===== src/rtl/instr_fetch.sv =====
// instr_fetch: program counter, two-byte instruction assembly and memory address mux for the CPU fetch path
module instr_fetch #(
    parameter int DATA_W = 8,
    parameter int ADDR_W = 13,
    parameter int PC_W   = 12
) (
    input  logic                       clk,
    input  logic                       rst,
    input  logic [DATA_W-1:0]          data,
    input  logic                       ld_ir,
    input  logic                       ld_pc,
    input  logic                       inc_pc,
    input  logic                       sel,
    input  logic                       halt,
    output logic [2*DATA_W-ADDR_W-1:0] opcode,
    output logic [ADDR_W-1:0]          ir_addr,
    output logic [PC_W-1:0]            pc,
    output logic [ADDR_W-1:0]          addr,
    output logic                       ir_valid,
    output logic                       halted
);
    typedef enum logic {HI = 1'b0, LO = 1'b1} ptr_t;
    ptr_t state, state_nx;
    logic [2*DATA_W-1:0] ir;
    logic run;
    assign run     = !halted;
    assign opcode  = ir[2*DATA_W-1:ADDR_W];
    assign ir_addr = ir[ADDR_W-1:0];
    assign addr    = sel ? {pc, state == LO} : ir_addr;
    always_ff @(posedge clk or negedge rst)
        if (!rst) state <= HI;
        else state <= state_nx;
    // a gap in ld_ir resynchronises to the high byte; halt freezes the pointer
    always_comb begin
        state_nx = HI;
        state_nx = !run ? state : (ld_ir && state == HI) ? LO : HI;
    end
    always_ff @(posedge clk or negedge rst)
        if (!rst) begin
            ir       <= '0;
            pc       <= '0;
            ir_valid <= 1'b0;
            halted   <= 1'b0;
        end else begin
            halted   <= halted | halt;
            ir_valid <= run && ld_ir && state == LO;
            if (run && ld_ir && state == HI) ir[2*DATA_W-1:DATA_W] <= data;
            if (run && ld_ir && state == LO) ir[DATA_W-1:0] <= data;
            if (run && ld_pc) pc <= ir[ADDR_W-1:1];
            else if (run && inc_pc) pc <= pc + 1'b1;
        end
endmodule


===== config.mk =====
export PLATFORM = sky130hd
export DESIGN_NAME = instr_fetch
export DESIGN_NICKNAME = d
export VERILOG_FILES = /design/src/rtl/instr_fetch.sv
export SDC_FILE = /design/constraint.sdc
export NUM_CORES = 1
export LEC_CHECK = 0
export ABC_AREA = 1
export CORE_MARGIN = 8
export CORE_UTILIZATION = 41
export CTS_CLUSTER_SIZE = 30
export DETAILED_ROUTE_END_ITERATION = 7
export GPL_TIMING_DRIVEN = 0
export PLACE_DENSITY = 0.84
export SKIP_LAST_GASP = 1
export SLEW_MARGIN = 20
export SYNTH_ARGS = -nofsm -noshare
export SYNTH_HDL_FRONTEND = slang
export SYNTH_SLANG_ARGS = --single-unit

===== constraint.sdc =====
create_clock -name clk -period 1.3 [get_ports clk]
set_input_delay 0.13 -clock clk [delete_from_list [all_inputs] [get_ports clk]]
set_output_delay 0.13 -clock clk [all_outputs]
set_load 0.01 [all_outputs]

==> run summary <==
Max incr delay on CP = 0.46 ns
Max Freq = 0.750 GHz
Met1 Usage GRT = 19.2%
Setup TNS Final = -0.0338 ns
Post-synth EDFFs = 0
Met2 usage = 28.7%
Syn_area_per_cell = 7.72 um^2
TritonCTS Buffers = 5
Congestion Overflow GR = 0
Yosys top cell by area = dfrtp_1
R2R Path End = pc[6]$_DFFE_PN0P_
Htree depth = 2
Vias per Instance = 5.34
Fill count = 304
CTS max path bufs = 2
Share of Yosys cell area claimed by the top area cell type = 45.7%
Worst skew pair latency = 0.28 ns
First-pass GRT wire length = 8.91 mm
Hold path depth = 2
Post-DP HPWL = 3.71 mm
Layout cell share with drive strength beyond 1 = 24.3%
Initial antenna violation count = 0
Core ar. = 4000 um^2
Violated checks = setup timing
Reg2reg path depth = 8
Tmin final = 1.33 ns
GRT Total Usage = 17.3%
DR vias = 1870
Commonest cells after routing, fill and taps aside = nand2_1 (59), o21ai_0 (29), dlygate4sd2_1 (28)
Port bufs = 57
PwrDens = 1090 nW/um^2
Final period util = 103%
Post-Place Setup Slack = -0.771 ns
Cell count after synthesis = 220
Fin. max-slew vios = 0
P_leak = 1.36 nW
Syn nets = 236
IO Pins = 58
Util after Layout = 64.4%
Initial Util = 42.4%
Unrepaired setup endpoints after global routing = yes
Root buffer cell = clkbuf_8
Final #Nets = 315
Fin. Hold Viols = 0
Vias in the first global route = 1919
Reg-to-reg slack, setup = -0.03 ns
Overall Power = 2.81 mW
Wirelength per Cell = 16.8 um
Rows = 23
Min Hold Slack = 0.416 ns
Clk sinks = 31
Sequential share of the synthesized area = 45.7%
Peak fanout along the critical path = 5
YS warnings = 0
Largest cells by area after synthesis = dfrtp_1 (46%), nand2_1 (13%), o21ai_0 (9.1%), inv_1 (6.0%), nor2_1 (3.5%)
Final WL = 5.89 mm
# diodes = 0
Residual DRC count = 0
Worst path arrival time = 1.54 ns
Synthesized cell area = 1700 um^2
Synth unique cells = 29
M3 GR Usage = 7.48%
Drt pass-1 iters = 6
Crit path launch type = register
Largest net degree at the start of global routing = 32
Clock transition at the registers of the reported paths = 0.07 ns
Rel. slew slack = 51.9%
Required @ worst endpoint = 1.51 ns
Hold path endpoint = halted$_DFF_PN0_
Synth-to-Final Area Change = 51.7%
CTS tree = built
Hold Startpoint = halt
Die outline width = 80.4 um
Worst Hold Class = primary input to register
Die H = 80.4 um
CP Class = register to register
CP cell instances = ha_4 > nand2_4 > inv_1 > nand2_1 > nor2_1 > nand3_1 > o21ai_0 > a21oi_1
Antenna Violating Nets Remaining = 0
Global route hottest layer = met2
Slowest-stage cell, CP = dfrtp_2
Layout Skew = 0.00131 ns
Setup ws final = -0.0338 ns
Drt initial violations = 171
Final setup vio count = 1
Yosys reg bits = 31
CP top delay family = flip-flops
Max-cap violation count = 0
Post-synth ARST share = 100%
Reg-to-Reg Start = pc[1]$_DFFE_PN0P_
GP Congestion = 0.872
Most common cell after layout, fill and taps aside = nand2_1
Outcome = complete, but fails checks
Worst Tran Pin Value = 0.721 ns
Synth Flop Type = dfrtp_1
CP Capture Type = register
CP bufs+invs = 1
Die Area = 6460 um^2
VDD IR max = 819 uV
synthesized netlist by cell type, types with 2 or more instances:
cell / count
nand2_4: 2
nor2_2: 2
o22ai_1: 2
clkbuf_1: 2
nand4_1: 2
inv_4: 2
buf_2: 2
nor2_1: 16
a21oi_2: 3
nand3_1: 10
mux2_2: 2
nand2_1: 61
dfrtp_1: 31
o21ai_0: 31
a21oi_1: 9
nand3_2: 2
inv_1: 27
buf_6: 2
nand3b_1: 2
registers in the layout, summed over array words and instances (netlist names):
register  flops
halted        1
ir           16
ir_valid      1
pc           12
state         1
power breakdown:
part,leakage (nW),internal (mW),switching [mW],total [mW]
logic,0.905,0.315,0.336,0.651
clock network,0.0612,0.620,0.382,1.00
registers,0.395,1.05,0.106,1.15
total,1.36,1.98,0.824,2.81
worst max-delay path by stage:
| stage | start | end | slack [ns] | depth (start not counted) |
|---|---|---|---|---|
| floorplan | pc[1]$_DFFE_PN0P_ | pc[8]$_DFFE_PN0P_ | 0.01 | 8 |
| global placement | sel | addr[4] | -0.75 | 5 |
| detailed placement | sel | addr[11] | -0.77 | 5 |
| CTS | ir[11]$_DFFE_PN0P_ | addr[11] | -0.27 | 3 |
| global route | pc[1]$_DFFE_PN0P_ | pc[6]$_DFFE_PN0P_ | -0.07 | 8 |
| finish | pc[1]$_DFFE_PN0P_ | pc[6]$_DFFE_PN0P_ | -0.03 | 8 |
timing repair:
| action | CTS | global route |
|---|---|---|
| cloned | 0 | 0 |
| gates resized for setup | 73 | 38 |
| setup endpoints to repair | 46 | 28 |
| hold buffers | 1 | 0 |
| endpoints found under the hold margin | 31 | 0 |
| setup buffers | 9 | 5 |
| pin swaps | 1 | 3 |
stage by stage:
| step | cells | instance area, um^2 |
|---|---|---|
| finish | 350 | 2570 |
| CTS | 345 | 2510 |
| global placement | 327 | 2330 |
| floorplan | 220 | 1700 |
| global route | 350 | 2570 |
| detailed placement | 327 | 2330 |
layout make-up:
type	count	area [um^2]	share of cell area, %
Buffer	7	70.1	2.72
Clock inverter	2	35.0	1.36
Sequential cell	31	785	30.5
Clock buffer	6	82.6	3.21
Timing Repair Buffer	72	609	23.7
Multi-Input combinational cell	152	813	31.6
Tap cell	50	62.6	2.43
Inverter	30	118	4.57
cells by family after synthesis:
kind of cell             synth area share, %
AND/OR/NAND/NOR                         26.7
flip-flops                              45.7
XOR/XNOR                                1.03
buffers and inverters                   9.58
AO/OA/AOI/OAI                           15.0
multiplexers                            1.33
adder cells (fa/ha/maj)                0.737
metal layers:
metal,vias to the layer above,routed length (um)
li1,858,-
met1,893,2260
met2,105,2940
met3,14,594
met4,0,89
met5,-,0
worst reg2reg max path: cells and delay by family, from the launching register on:
| kind | cells | cell delay, ns |
|---|---|---|
| compound gates | 2 | 0.22 |
| flops | 1 | 0.46 |
| fa+ha+maj | 1 | 0.19 |
| buf+inv | 1 | 0.04 |
| simple gates | 4 | 0.35 |
No activity file was read; power rests on OpenSTA's default activity.
